[src/rtl/fifo_wr_arbiter_if.sv]
// Write-side bundle between the requesters, the arbiter and the FIFO write port.
// Latency: none; pure signal grouping.
// Backpressure: carried by i_wfull toward the arbiter and o_req_ready toward requesters.
interface fifo_wr_arbiter_if #(
    parameter int NREQ  = 4,
    parameter int DSIZE = 8
);
    logic [NREQ-1:0]       i_req_valid;
    logic [NREQ*DSIZE-1:0] i_req_data;
    logic [NREQ-1:0]       o_req_ready;
    logic                  o_wr;
    logic [DSIZE-1:0]      o_wdata;
    logic                  i_wfull;
    logic [NREQ-1:0]       o_grant;
    logic [15:0]           o_beat_cnt;

    // Arbiter side
    modport slave (
        input  i_req_valid, i_req_data, i_wfull,
        output o_req_ready, o_wr, o_wdata, o_grant, o_beat_cnt
    );

    // Requester / FIFO side
    modport master (
        output i_req_valid, i_req_data, i_wfull,
        input  o_req_ready, o_wr, o_wdata, o_grant, o_beat_cnt
    );
endinterface

[src/rtl/fifo_wr_arbiter.sv]
// Round-robin arbiter giving NREQ requesters bursts of up to BURST beats into one FIFO write port.
// Latency: grant one edge after valid is seen in IDLE; one IDLE bubble between consecutive grants.
// Backpressure: i_wfull holds the owner (no write, burst count frozen, no timeout); ready is per beat.
module fifo_wr_arbiter #(
    parameter int NREQ  = 4,
    parameter int DSIZE = 8,
    parameter int BURST = 4
) (
    input  logic             i_clk,
    input  logic             i_rst,
    fifo_wr_arbiter_if.slave bus
);

    localparam int OW = (NREQ > 1) ? $clog2(NREQ) : 1;

    typedef enum logic {
        IDLE  = 1'b0,
        GRANT = 1'b1
    } state_t;

    state_t           state_q, state_d;
    logic [OW-1:0]    owner_q, owner_d;
    logic [OW-1:0]    last_q, last_d;
    logic [NREQ-1:0]  grant_q, grant_d;
    logic [3:0]       burst_q, burst_d;
    logic [15:0]      beat_cnt_q;

    logic [OW-1:0]    pick_idx;
    logic             pick_vld;
    logic             owner_vld;
    logic             xfer;
    logic             last_beat;
    logic [DSIZE-1:0] wdata;

    // Owner still presenting data; grant_q is one-hot in GRANT and zero in IDLE
    assign owner_vld = (state_q == GRANT) && (|(bus.i_req_valid & grant_q));
    assign xfer      = owner_vld && !bus.i_wfull;
    assign last_beat = (burst_q == 4'(BURST - 1));

    assign bus.o_wr        = xfer;
    assign bus.o_req_ready = grant_q & {NREQ{xfer}};
    assign bus.o_grant     = grant_q;
    assign bus.o_beat_cnt  = beat_cnt_q;
    assign bus.o_wdata     = wdata;

    // Pick the first valid requester in circular order starting just after the last owner
    always_comb begin
        logic [OW-1:0] cand;
        cand     = '0;
        pick_vld = 1'b0;
        pick_idx = '0;
        for (int i = 1; i <= NREQ; i++) begin
            cand = OW'((int'(last_q) + i) % NREQ);
            if (!pick_vld && bus.i_req_valid[cand]) begin
                pick_vld = 1'b1;
                pick_idx = cand;
            end
        end
    end

    // Route the owner's data slice to the FIFO; zero while idle
    always_comb begin
        wdata = '0;
        for (int k = 0; k < NREQ; k++) begin
            if (state_q == GRANT && owner_q == OW'(k)) begin
                wdata = bus.i_req_data[k*DSIZE +: DSIZE];
            end
        end
    end

    // Next-state logic: grant from IDLE, release on a dropped valid or the final beat
    always_comb begin
        state_d = state_q;
        owner_d = owner_q;
        last_d  = last_q;
        grant_d = grant_q;
        burst_d = burst_q;
        case (state_q)
            IDLE: begin
                if (pick_vld) begin
                    state_d = GRANT;
                    owner_d = pick_idx;
                    grant_d = NREQ'(1) << pick_idx;
                    burst_d = 4'd0;
                end
            end
            GRANT: begin
                if (!owner_vld) begin
                    state_d = IDLE;
                    grant_d = '0;
                    last_d  = owner_q;
                end else if (xfer) begin
                    burst_d = burst_q + 4'd1;
                    if (last_beat) begin
                        state_d = IDLE;
                        grant_d = '0;
                        last_d  = owner_q;
                    end
                end
            end
            default: begin
                state_d = IDLE;
                grant_d = '0;
            end
        endcase
    end

    // FSM and arbitration state; reset leaves requester 0 with first priority
    always_ff @(posedge i_clk or posedge i_rst) begin
        if (i_rst) begin
            state_q <= IDLE;
            owner_q <= '0;
            last_q  <= OW'(NREQ - 1);
            grant_q <= '0;
            burst_q <= 4'd0;
        end else begin
            state_q <= state_d;
            owner_q <= owner_d;
            last_q  <= last_d;
            grant_q <= grant_d;
            burst_q <= burst_d;
        end
    end

    // Running count of accepted beats, wraps silently
    always_ff @(posedge i_clk or posedge i_rst) begin
        if (i_rst) begin
            beat_cnt_q <= 16'd0;
        end else if (xfer) begin
            beat_cnt_q <= beat_cnt_q + 16'd1;
        end
    end

endmodule

[src/flat_wrapper.sv]
// flat-port wrapper written by rule: the top's interface ports become plain ports
module fifo_wr_arbiter_flat 
#(
    parameter int NREQ  = 4,
    parameter int DSIZE = 8,
    parameter int BURST = 4
)
  (i_clk, i_rst, bus_i_req_valid, bus_i_req_data, bus_i_wfull, bus_o_req_ready, bus_o_wr, bus_o_wdata, bus_o_grant, bus_o_beat_cnt);
  fifo_wr_arbiter_if #(.NREQ(NREQ), .DSIZE(DSIZE)) bus_i ();
  input  logic i_clk;
  input  logic i_rst;
  input wire logic [$bits(bus_i.i_req_valid)-1:0] bus_i_req_valid;
  input wire logic [$bits(bus_i.i_req_data)-1:0] bus_i_req_data;
  input wire logic [$bits(bus_i.i_wfull)-1:0] bus_i_wfull;
  output wire logic [$bits(bus_i.o_req_ready)-1:0] bus_o_req_ready;
  output wire logic [$bits(bus_i.o_wr)-1:0] bus_o_wr;
  output wire logic [$bits(bus_i.o_wdata)-1:0] bus_o_wdata;
  output wire logic [$bits(bus_i.o_grant)-1:0] bus_o_grant;
  output wire logic [$bits(bus_i.o_beat_cnt)-1:0] bus_o_beat_cnt;
  assign bus_i.i_req_valid = bus_i_req_valid;
  assign bus_i.i_req_data = bus_i_req_data;
  assign bus_i.i_wfull = bus_i_wfull;
  assign bus_o_req_ready = bus_i.o_req_ready;
  assign bus_o_wr = bus_i.o_wr;
  assign bus_o_wdata = bus_i.o_wdata;
  assign bus_o_grant = bus_i.o_grant;
  assign bus_o_beat_cnt = bus_i.o_beat_cnt;
  fifo_wr_arbiter #(.NREQ(NREQ), .DSIZE(DSIZE), .BURST(BURST)) u_core (.i_clk(i_clk), .i_rst(i_rst), .bus(bus_i));
endmodule
[config.mk]
export PLATFORM = sky130hd
export DESIGN_NAME = fifo_wr_arbiter_flat
export DESIGN_NICKNAME = d
export VERILOG_FILES = /design/src/rtl/fifo_wr_arbiter_if.sv /design/src/rtl/fifo_wr_arbiter.sv /design/src/flat_wrapper.sv
export SDC_FILE = /design/constraint.sdc
export NUM_CORES = 1
export LEC_CHECK = 0
export ABC_CLOCK_PERIOD_IN_PS = 2100
export CORE_MARGIN = 2
export CORE_UTILIZATION = 43
export DETAILED_ROUTE_END_ITERATION = 10
export PLACE_DENSITY = 0.8
export SLEW_MARGIN = 15
export SYNTH_ARGS = -nofsm -noshare
export SYNTH_HDL_FRONTEND = slang
export SYNTH_SLANG_ARGS = --single-unit
[constraint.sdc]
create_clock -name i_clk -period 2.1 [get_ports i_clk]
set_clock_uncertainty 0.2 [all_clocks]
set_input_delay 0.42 -clock i_clk [delete_from_list [all_inputs] [get_ports i_clk]]
set_output_delay 0.42 -clock i_clk [all_outputs]
set_load 0.05 [all_outputs]
### Word level (Yosys, flattened, before mapping)

Cells that the tools add are included.

* memories: 0
* bits in writable memories: 0
* register bits after elaboration: 29
* bits in latches: 0
* word-level logic and storage cells: 87
* bits in read-only memories: 0
* output and inout port bits: 33

* divide/modulo/power cells: 0
* reductions and logical operators: 19
* bitwise gates (word level): 3
* multiply operators: 0
* multiplexer cells: 37
* equality and inequality tests: 11
* add/subtract/negate cells: 6
* $lt $le $gt $ge: 4
* shift-type cells: 1

Operators by type and width (number)
* $mux W8: 4
* $mux W4: 7
* $add A16 B1 Y16 const B: 1
* $pmux W4 S2: 2
* $mux W2: 7
* $lt A2 B3 Y1 const B: 4
* $mux W1: 12
* $logic_and A1 B1 Y1: 9
* $reduce_and A3 Y1: 3
* $and A4 B4 Y4: 2
* $bmux W1 S2: 4
* $ne A2 B2 Y1 const B: 4
* $ne A3 B3 Y1 const B: 2
* $add A2 B1 Y2 const B: 2
* $add A2 B2 Y2 const B: 2
* $add A4 B1 Y4 const B: 1
* $eq A2 B2 Y1 const B: 2
* $eq A4 B2 Y1 const B: 1
* $logic_not A1 Y1: 4
* $reduce_or A4 Y1: 1
* $shl A1 B2 Y4 const A: 1
* $eq A2 B1 Y1 const B: 1
* $logic_not A2 Y1: 1
* $ne A2 B1 Y1 const B: 1
* 3 further kinds: 3

### Logic depth before layout (Yosys ltp)

* depth after elaboration: 16
* depth in mapped cells: 5

### Least setup slack after synthesis

No wires, ideal clock.

* kind: reg-to-output
* from: register u_core.grant_q[0] (netlist: u_core.bus.o_grant[0])
* to: output port bus_o_req_ready[0]
* setup slack: -0.615 ns
* data required time: 1.480 ns
* cell stages (with the launch flop): 5
* arrival: 2.095 ns
* cells stage by stage: dfrtp_1 > a22oi_1 > a21oi_2 > buf_2 > and2_1

* cells in the longest elaborated chain, start to end: 5

Ends and longest elaborated chain
* from (decl): RTL line fifo_wr_arbiter.sv:24 `logic [NREQ-1:0] grant_q, grant_d;`
* from (signal assigned): RTL line fifo_wr_arbiter.sv:120 `grant_q <= grant_d;`
* $and A4 B4 Y4: RTL line fifo_wr_arbiter.sv:36 `assign owner_vld = (state_q == GRANT) && (|(bus.i_req_valid & grant_q));`
* $reduce_or A4 Y1: RTL line fifo_wr_arbiter.sv:36
* $logic_and A1 B1 Y1: RTL line fifo_wr_arbiter.sv:36
* $logic_and A1 B1 Y1: RTL line fifo_wr_arbiter.sv:37 `assign xfer = owner_vld && !bus.i_wfull;`
* net bus_o_wr: RTL line flat_wrapper.sv:16 `output wire logic [$bits(bus_i.o_wr)-1:0] bus_o_wr;`
* $and A4 B4 Y4: RTL line fifo_wr_arbiter.sv:41 `assign bus.o_req_ready = grant_q & {NREQ{xfer}};`
* to (decl): RTL line flat_wrapper.sv:15 `output wire logic [$bits(bus_i.o_req_ready)-1:0] bus_o_req_ready;`

The timed path passes the listed nets, and every way through them passes these cells.

### Worst setup path in the final report

* from: register u_core.owner_q[0]
* to: output port bus_o_wdata[2]

* cells in the longest elaborated chain, start to end: 6
* elaborated cells between the ends (all ways): 12
* those cells by class: eq/ne: 3; mux: 4; reduce/logical: 5

Ends and longest elaborated chain
* from (decl): RTL line fifo_wr_arbiter.sv:22 `logic [OW-1:0] owner_q, owner_d;`
* from (signal assigned): RTL line fifo_wr_arbiter.sv:118 `owner_q <= owner_d;`
* $logic_not A2 Y1: RTL line fifo_wr_arbiter.sv:65 `if (state_q == GRANT && owner_q == OW'(k)) begin`
* $logic_and A1 B1 Y1: RTL line fifo_wr_arbiter.sv:65
* $mux W8 (3 in a row): RTL line fifo_wr_arbiter.sv:65
* $mux W8 (*): RTL line fifo_wr_arbiter.sv:65
* to (decl): RTL line flat_wrapper.sv:17 `output wire logic [$bits(bus_i.o_wdata)-1:0] bus_o_wdata;`

Every way passes the cells marked *; elsewhere a longest branch is shown, timed or not.

==> impl_metrics.ini <==
[die]
initial_core_util_pct = 45.6
die_x_microns = 67.0
io_pins = 72
coreArea_sq_um = 3740
die-area_sq_um = 4490
die_y_microns = 67.0
rows = 22

[logic_synthesis]
netlist_top_cells_area = dfrtp_1 40%, mux4_2 11%, and2_1 4.8%, xnor2_1 4.1%, xor2_1 3.6%
synth-main-ff-cell = dfrtp_1
synth_nets = 195
netlist_instances = 154
ys_warn_count = 0
synth.top_cell.area_share_pct = 39.6
ys_ff_latch = 29
synth_area_leader_cell = dfrtp_1
ys_seq_area_share_pct = 42.7
netlist_area_sq_um = 1710
post_synth_num_cell_types = 41
synth-async-reset-ratio_pct = 100
synth_edf_count = 0
synth_area_per_cell_sq_um = 11.1

[finish]
instances_no_fill = 291
drive_gt1_share_pct = 39.1
area_delta_synth_final_pct = 61.8
stdcell_area_sq_um = 2760
layout.nets = 283
antenna_cells = 0
post-route-util_pct = 73.7

[cts]
path_clk_slew_ns = 0.07
cts_root_buf = clkbuf_8
cts_buffer_depth = 2
cts_buffers = 5
cts_tree = built
worst_skew_pair.late_latency_ns = 0.27
cts_sinks = 29
htreeDepth = 2

[timing]
post-route-min-period_ns = 2.24
clock.fmax_ghz = 0.447
post-route-worst-setup-slack_ns = -0.135
maxSlewViolCount = 0
worst_pin_slew_ns = 0.374
timing.hold.ws_ns = 0.305
hold_viol = 0
rsz0062_at_grt = true
period_share_pct = 106
setup_violations = 8
slew_headroom_pct = 75.1

[drt]
postRouteAntennaNets = 0
vias = 1591
viasPerCell = 5.47
drtIter0Drc = 37
route.detailed.drc = 0
routed_wl_mm = 4.91
post_drt_wl_per_cell_microns = 16.9
firstDrtPassIters = 4

[setup_path]
crit_arrival_ns = 1.62
critPathMaxFanout = 8
cp.required_ns = 1.48
max_stage_delay_ns = 0.50
worstPathCellList = buf_12 > mux4_2 > and2_4 > buf_8
r2r-end = u_core.bus.o_beat_cnt[15]
end_kind = primary output
cpMaxStageDelayCell = mux4_2
cp-startpoint = u_core.owner_q[0]
crit_path_start_kind = register
worstReg2RegStart = u_core.bus.o_grant[2]
r2r_slack_ns = 0.29
crit_path_end = bus_o_wdata[2]
worst-setup-path-type = reg -> out
r2r_cells = 5

[global_routing]
grt_overflow = 0
grt_max_degree = 30
grt_first_pass_wirelength_mm = 7.49
antenna_found_initial = 0
grt_pass1_vias = 1601
gr-usage-all-layers_pct = 22.2

[placement]
dp_hpwl_mm = 3.72
portBuffers = 71
placement.cell_area_sq_um = 2570
gp_congestion = 0.762
dp.cells = 280

[status]
violations = negative setup slack
run_status = finished, violations left

[pwr]
seqPwrFrac_pct = 26.2
clockPowerShare_pct = 12.7
combPwrFrac_pct = 61.1
p_int_uw = 1940
irDropWorstVdd_mv = 0.700
leakagePower_uw = 0.00127
power.density_nw_per_um2 = 1250
total_power_uw = 3450
swShare_pct = 43.9
p_switching_uw = 1520

[hold_path]
hp-class = reg -> reg

[flow_run]
maxCapViolCount = 0
==> area by class of cell <==
cell class	instances	area [sq um]
inverter	3	11.3
tap	48	60.1
sequential	29	733
timing repair buffer	88	888
clock inverter	1	5.00
multi-input combinational	115	986
clock buffer	7	76.3
fill	263	983
==> kinds of logic (layout without fill, tap and decap cells) <==
kind of cell    count (synthesis)  in the layout  synth area share, %
simple gates                   67             67                 23.1
buf+inv                        10             99                 2.42
flops                          29             29                 42.7
mux                            14             14                 14.3
compound gates                 17             17                 8.29
xor+xnor                       15             15                 7.70
fa+ha+maj                       2              2                 1.47
==> critical path: cells and delay by family (launching register included) <==
family | cells | cell delay, ns
multiplexers | 1 | 0.50
flip-flops | 1 | 0.40
buffers and inverters | 2 | 0.29
AND/OR/NAND/NOR | 1 | 0.16
==> power by group through the flow <==
stage	logic [uW]	registers [uW]	clock network, uW
global route	2210	919	475
finish	2110	905	437
floorplan	1030	1080	0
detailed placement	1850	902	0
CTS	2120	897	445
global placement	1800	889	0
==> synthesized netlist by cell type, drive strengths merged (2+ instances only) <==
cell and count:
nand2 15, mux2i 3, and3 2, nor4 3, and2 13, dfstp 2
nand2b 4, o2bb2ai 2, buf 3, mux2 3, or2 3, nor3 4
inv 3, ha 2, xor2 7, xnor2 8, dfrtp 27, o21ai 3
nand4 7, nor2b 2, a21oi 3, nand3 4, a22o 2, mux4 8
nor2 6, clkbuf 4, a22oi 2
==> registers in the layout, summed over array words and instances (netlist names) <==
| register | flops |
|---|---|
| u_core.last_q | 2 |
| u_core.state_q | 1 |
| u_core.bus.o_grant | 4 |
| u_core.burst_q | 4 |
| u_core.bus.o_beat_cnt | 16 |
| u_core.owner_q | 2 |
==> stage by stage <==
stage	setup TNS [ns]	setup slack (ns)
3_5_place_dp	-6.05	-0.260
2_1_floorplan	0	0.0262
4_1_cts	-1.17	-0.155
3_3_place_gp	-4.60	-0.221
6_report	-1.03	-0.135
5_1_grt	-1.51	-0.201
==> routing by layer <==
metal  track usage, %  part of all wire, %  vias up  wire length (microns)
li1                 -                    -      731                      -
met2             40.3                   51       77                   2530
met4             6.38                 0.61        0                     30
met3             5.57                   10        5                    493
met5                0                    0        -                      0
met1             25.6                   38      778                   1860
==> how the worst min path moves through the flow <==
stage | from | endpoint | slack (ns) | cells past startpoint
after floorplan | u_core.burst_q[3] | u_core.burst_q[3] | 0.25 | 1
after CTS | u_core.bus.o_beat_cnt[15] | u_core.bus.o_beat_cnt[15] | 0.31 | 1
after global routing | i_rst | u_core.bus.o_beat_cnt[1] | 0.33 | 3
final | u_core.bus.o_beat_cnt[15] | u_core.bus.o_beat_cnt[15] | 0.30 | 1
after global placement | u_core.burst_q[3] | u_core.burst_q[3] | 0.26 | 1
after detailed placement | u_core.bus.o_beat_cnt[15] | u_core.bus.o_beat_cnt[15] | 0.29 | 1
==> timing repair <==
action	CTS	global route
pin swaps	11	1
endpoints found under the setup margin	13	11
buffers inserted	3	0
resized for setup	32	0
hold buffers	0	0
==> cells in the final DEF (no fill, tap or decap), types with 4 or more instances in the layout <==
cell,count
clkdlybuf4s50_1,33
buf_8,8
nand3_1,4
xnor2_1,8
buf_12,6
dfrtp_2,4
clkbuf_8,5
buf_4,35
nor3_1,4
dlygate4sd2_1,5
dfrtp_1,23
mux4_2,8
nor2_1,6
nand2_1,15
and2_4,12
nand4_1,7
xor2_1,7
Power figures use the tool's default switching activity.
